**src/rtl/count_bin_pkg.sv**
```systemverilog
// Shared types and constants for the binary-count display sequencer.
// Holds the FSM state type, switch bit indices and the segment glyph table.
package count_bin_pkg;

    typedef enum logic {
        IDLE,
        RUN
    } state_t;

    localparam int EN      = 0;
    localparam int DIR     = 1;
    localparam int RATE_LO = 2;
    localparam int RATE_HI = 3;

    localparam int DEF_BASE_DIV = 50000000;

    // Active-high glyphs, bit order g..a; index 15 is listed first.
    localparam logic [15:0][6:0] SEG_LUT = {
        7'h71, 7'h79, 7'h5E, 7'h39,
        7'h7C, 7'h77, 7'h6F, 7'h7F,
        7'h07, 7'h7D, 7'h6D, 7'h66,
        7'h4F, 7'h5B, 7'h06, 7'h3F
    };

endpackage

```
**src/rtl/hex7seg.sv**
```systemverilog
// Combinational hex digit to active-high seven-segment decoder.
// Segment order g..a maps to bits 6..0.
module hex7seg
    import count_bin_pkg::*;
(
    input  logic [3:0] digit,
    output logic [6:0] seg
);

    assign seg = SEG_LUT[digit];

endmodule

```
**src/rtl/count_bin_ctrl.sv**
```systemverilog
// Binary-count display sequencer: switch/key sync, rate tick, 8-bit counter.
// Drives LEDR with the count and a registered packed two-digit segment word.
module count_bin_ctrl
    import count_bin_pkg::*;
#(
    parameter int BASE_DIV = DEF_BASE_DIV,
    parameter int CNT_W    = 8
) (
    input  logic             CLOCK_50,
    input  logic             reset_n,
    input  logic [3:0]       SW,
    input  logic             key_clear_n,
    output logic [CNT_W-1:0] LEDR,
    output logic [15:0]      hex5_hex4,
    output logic             tick
);

    localparam int PW = $clog2(BASE_DIV + 1);

    logic [3:0]       sw_s1;
    logic [3:0]       sw_s2;
    logic             key_s1;
    logic             key_s2;
    logic             key_prev;
    logic [1:0]       rate;
    logic [1:0]       rate_prev;
    logic             en;
    logic             dir;
    logic             clr;
    logic             rate_chg;
    logic             tick_raw;
    logic [PW-1:0]    period;
    logic [PW-1:0]    presc;
    logic [PW-1:0]    presc_nx;
    state_t           state;
    state_t           state_nx;
    logic [CNT_W-1:0] count;
    logic [CNT_W-1:0] count_nx;
    logic [6:0]       seg_lo;
    logic [6:0]       seg_hi;
    logic [15:0]      hex_q;

    always_ff @(posedge CLOCK_50 or negedge reset_n) begin
        if (!reset_n) begin
            sw_s1     <= '0;
            sw_s2     <= '0;
            key_s1    <= 1'b0;
            key_s2    <= 1'b0;
            key_prev  <= 1'b1;
            rate_prev <= '0;
        end else begin
            sw_s1     <= SW;
            sw_s2     <= sw_s1;
            key_s1    <= key_clear_n;
            key_s2    <= key_s1;
            key_prev  <= key_s2;
            rate_prev <= rate;
        end
    end

    assign rate     = sw_s2[RATE_HI:RATE_LO];
    assign en       = sw_s2[EN];
    assign dir      = sw_s2[DIR];
    assign clr      = key_prev & ~key_s2;
    assign rate_chg = (rate != rate_prev);
    assign period   = PW'(BASE_DIV >> rate);

    always_comb begin
        state_nx = state;
        presc_nx = '0;
        count_nx = count;
        tick_raw = 1'b0;
        unique case (state)
            IDLE: begin
                if (en) state_nx = RUN;
            end
            RUN: begin
                if (!en) begin
                    state_nx = IDLE;
                end else if (!rate_chg) begin
                    if (presc == period - PW'(1)) tick_raw = 1'b1;
                    else presc_nx = presc + PW'(1);
                end
            end
            default: state_nx = IDLE;
        endcase
        if (tick_raw) begin
            count_nx = dir ? count - CNT_W'(1)
                           : count + CNT_W'(1);
        end
        // Clear outranks a coincident tick and restarts the period.
        if (clr) begin
            presc_nx = '0;
            count_nx = '0;
        end
    end

    always_ff @(posedge CLOCK_50 or negedge reset_n) begin
        if (!reset_n) begin
            state <= IDLE;
            presc <= '0;
            count <= '0;
            hex_q <= 16'h3F3F;
        end else begin
            state <= state_nx;
            presc <= presc_nx;
            count <= count_nx;
            hex_q <= {1'b0, seg_hi, 1'b0, seg_lo};
        end
    end

    hex7seg u_seg_lo (
        .digit (count[3:0]),
        .seg   (seg_lo)
    );

    hex7seg u_seg_hi (
        .digit (count[7:4]),
        .seg   (seg_hi)
    );

    assign tick      = tick_raw & ~clr;
    assign LEDR      = count;
    assign hex5_hex4 = hex_q;

endmodule
```
**config.mk**
```make
export PLATFORM = sky130hd
export DESIGN_NAME = count_bin_ctrl
export DESIGN_NICKNAME = d
export VERILOG_FILES = /design/src/rtl/count_bin_pkg.sv /design/src/rtl/hex7seg.sv /design/src/rtl/count_bin_ctrl.sv
export SDC_FILE = /design/constraint.sdc
export NUM_CORES = 1
export LEC_CHECK = 0
export CAP_MARGIN = 20
export CORE_MARGIN = 1
export CORE_UTILIZATION = 30
export DETAILED_ROUTE_END_ITERATION = 8
export PLACE_DENSITY = 0.51
export SLEW_MARGIN = 10
export SYNTH_ARGS = -nofsm -noshare
export SYNTH_HDL_FRONTEND = slang
export SYNTH_SLANG_ARGS = --single-unit
```
**constraint.sdc**
```tcl
create_clock -name CLOCK_50 -period 3.7 [get_ports CLOCK_50]
set_input_delay 0.555 -clock CLOCK_50 [delete_from_list [all_inputs] [get_ports CLOCK_50]]
set_output_delay 0.555 -clock CLOCK_50 [all_outputs]
set_load 0.01 [all_outputs]
```
==> reports/qor.txt <==
Final Cell Area -> 4116 um2
Area of the multi-input gates -> 1718 um2
Most frequent cells in the layout -> dfrtp_1, nor2_1, clkdlybuf4s50_1
Logic pwr share -> 3.7%
Arr. time, crit path -> 2890 ps
RSZ-0062 raised after global routing -> no
Overflow after GRT -> 0
Power Dens Cells -> 364.1 nW/um2
Worst skew pair latency -> 320 ps
Period utilisation layout -> 93.04%
Row cnt -> 38
Worst path slowest cell -> clkdlybuf4s50_1
Reg-to-Reg End -> LEDR[4]
Sequential power share -> 46.3%
Asr flop ratio synth -> 100.0%
CTS tree -> yes
Register Area -> 1568 um2
CORE AREA -> 10,940 um2
CTS Buf Count -> 9
CTS hold repair buffers -> 0
Synth Cell Area -> 3401 um2
IO Count -> 32
Drt total wl -> 6779 um
Critical Path Sink Type -> output pin
CP Data Required Time -> 3140 ps
Sequence of cells on the critical path -> nand2b_1, ha_1, xnor2_1, a2111oi_4, o2111ai_1, or3_4, nor3_2, clkdlybuf4s50_1
Clock power frac -> 50.0%
Initial Utilization -> 31.10%
Skew final -> 5.701 ps
Root Buffer -> clkbuf_16
Fin. Hold Viols -> 0
All-Layer GR Usage -> 12.61%
Largest net degree at the start of global routing -> 43
Setup slack, reg-to-reg -> 1110 ps
# clock sinks -> 62
Die height -> 108.5 um
Share of post-route cells with drive strength above 1 -> 11.50%
Fillers -> 1,122
Worst-path clk slew -> 50 ps
Vias/cell -> 4.712
1st-pass router iterations -> 4
Iteration-0 DRC Markers -> 111
CP max FO -> 5
DP HPWL -> 4870 um
Worst vdd ir -> 0.0002587 V
Worst setup path startpoint -> sw_s2[2]
Htree depth -> 3
GPL Wtd Cong -> 0.7801
Mapped Cells -> 335
Die area -> 11,770 um2
Critical path endpoint -> tick
Worst R2R Start -> sw_s2[2]
Longest Clk Path Bufs -> 2
Sw Pwr -> 0.3227 mW
Residual DRC count -> 0
Port buffer count -> 29
Hold-critical path depth -> 0
Delay-heaviest family, CP -> simple AND/OR/NAND/NOR gates
Setup crit start kind -> register
Total Power -> 1.499 mW
Post-route ant nets -> 0
Fmax -> 290.5 MHz
Worst-Margin Slew -> 905.3 ps
Crit path largest cell delay -> 570 ps
Cell-internal power -> 1.176 mW
Width of the chip -> 108.5 um
Final setup fails -> 0
HP Class -> reg2reg
Max transition margin -> 39.65%
Fraction of power spent switching nets -> 21.53%
Netlist cell types -> 60
Placed Area -> 3842 um2
Status -> finished clean
Most used DFF post-synth -> dfrtp_1
#FFs+latches synth -> 62
Fin nets -> 399
EDFF count, synth -> 0
Pins Over Slew Limit -> 0
Vias in the first global route -> 2,307
First-pass GRT wire length -> 11,340 um
Vias -> 2,422
Syn Area/Cell -> 10.15 um2
Levels on crit path -> 8
Lkg Pwr -> 1.627 nW
Maximum Capacitance Violations -> 0
Post-route minimum period -> 3443 ps
Register area share after synthesis -> 46.10%
Initial antenna violation count -> 0
CTS resizes -> 0
Fin Setup TNS -> 0 ps
Drt wl/cell -> 13.19 um
Setup CP Type -> reg2out
WP buf/inv -> 1
Area Overhead vs Synth -> 21.04%
Reg2Reg Depth -> 8
YS warnings -> 0
Ant. Diodes -> 0
Commonest non-fill, non-tap cell in the layout -> dfrtp_1
Postcts setup bufs -> 0
flip-flops by register name, indices dropped and copies added, names as in the netlist:
register,flops
presc,26
sw_s1,4
key_s1,1
LEDR,8
rate_prev,2
key_s2,1
hex5_hex4,14
sw_s2,4
state,1
key_prev,1
stage by stage:
| stage | hold WS (ps) | instances | util [%] | setup slack (ps) |
|---|---|---|---|---|
| after floorplan | 259.4 | 336 | - | 932.3 |
| after global placement | 333.8 | 498 | 35.14 | 592.3 |
| after detailed placement | 341.9 | 498 | 35.14 | 559.1 |
| after CTS | 354.2 | 514 | 37.60 | 209.8 |
| after global routing | 354.5 | 514 | 37.64 | 41.42 |
| final | 351.9 | 514 | 37.64 | 257.4 |
cells in the mapped netlist, types with 2 or more instances:
master / n / area share [%]
buf_4: 2 / 0.44
a211oi_1: 3 / 0.66
inv_1: 15 / 1.7
nor4bb_1: 2 / 0.59
and2_1: 2 / 0.37
or4_1: 3 / 0.66
nor2_1: 45 / 5.0
mux2i_1: 2 / 0.59
xor2_1: 16 / 4.1
nor3b_1: 3 / 0.66
o2111ai_1: 2 / 0.52
nor3_1: 7 / 1.0
and3_1: 2 / 0.37
o21ai_0: 7 / 1.0
buf_2: 3 / 0.44
o21bai_1: 2 / 0.44
a211o_1: 2 / 0.52
and4_1: 2 / 0.52
clkbuf_1: 7 / 0.77
ha_1: 22 / 8.1
nand4_1: 6 / 1.1
nand3_1: 10 / 1.5
dfrtp_1: 49 / 36
dfstp_2: 13 / 10
nand2_1: 21 / 2.3
xnor2_1: 18 / 4.6
nand4bb_1: 2 / 0.66
nor2b_1: 6 / 1.1
a22o_1: 5 / 1.3
a22oi_1: 2 / 0.44
a21oi_1: 18 / 2.6
nand3b_1: 2 / 0.44
nand2b_1: 7 / 1.3
how the worst min path moves through the flow:
stage                  from      end  slack, ps
global placement     key_s1   key_s2        330
detailed placement   key_s1   key_s2        340
global route         key_s1   key_s2        350
floorplan           reset_n  LEDR[0]        260
finish               key_s1   key_s2        350
CTS                  key_s1   key_s2        350
kinds of logic after synthesis:
kind of cell / after synthesis / synth area share, %
mux: 3 / 1.251
buf+inv: 28 / 3.642
simple gates: 132 / 20.64
compound gates: 52 / 10.82
flops: 62 / 46.10
xor+xnor: 34 / 8.756
fa+ha+maj: 23 / 8.683
other cells: 1 / 0.1103
layout make-up:
type | count | share of cell area [%]
multi-input cells | 246 | 41.73
well taps | 140 | 4.255
repair buffers | 35 | 8.024
flip-flops and latches | 62 | 38.09
clock inverters | 4 | 0.5471
clock buffers | 12 | 5.988
inverters | 15 | 1.368
power groups by stage:
stage	combinational (mW)	clock, mW	sequential, mW
floorplan	0.0308	0	0.704
global placement	0.0572	0	0.704
detailed placement	0.0579	0	0.704
CTS	0.0583	0.774	0.693
global route	0.0641	0.803	0.694
finish	0.0561	0.749	0.694
metal layers:
| layer | vias to the layer above | GRT usage, % | part of all wire, % |
|---|---|---|---|
| li1 | 1224 | - | - |
| met1 | 1161 | 17.06 | 50 |
| met3 | 9 | 3.074 | 2.6 |
| met5 | - | 0 | 0 |
| met4 | 0 | 5.019 | 1.6 |
| met2 | 28 | 19.26 | 46 |
Power figures use the tool's default switching activity.
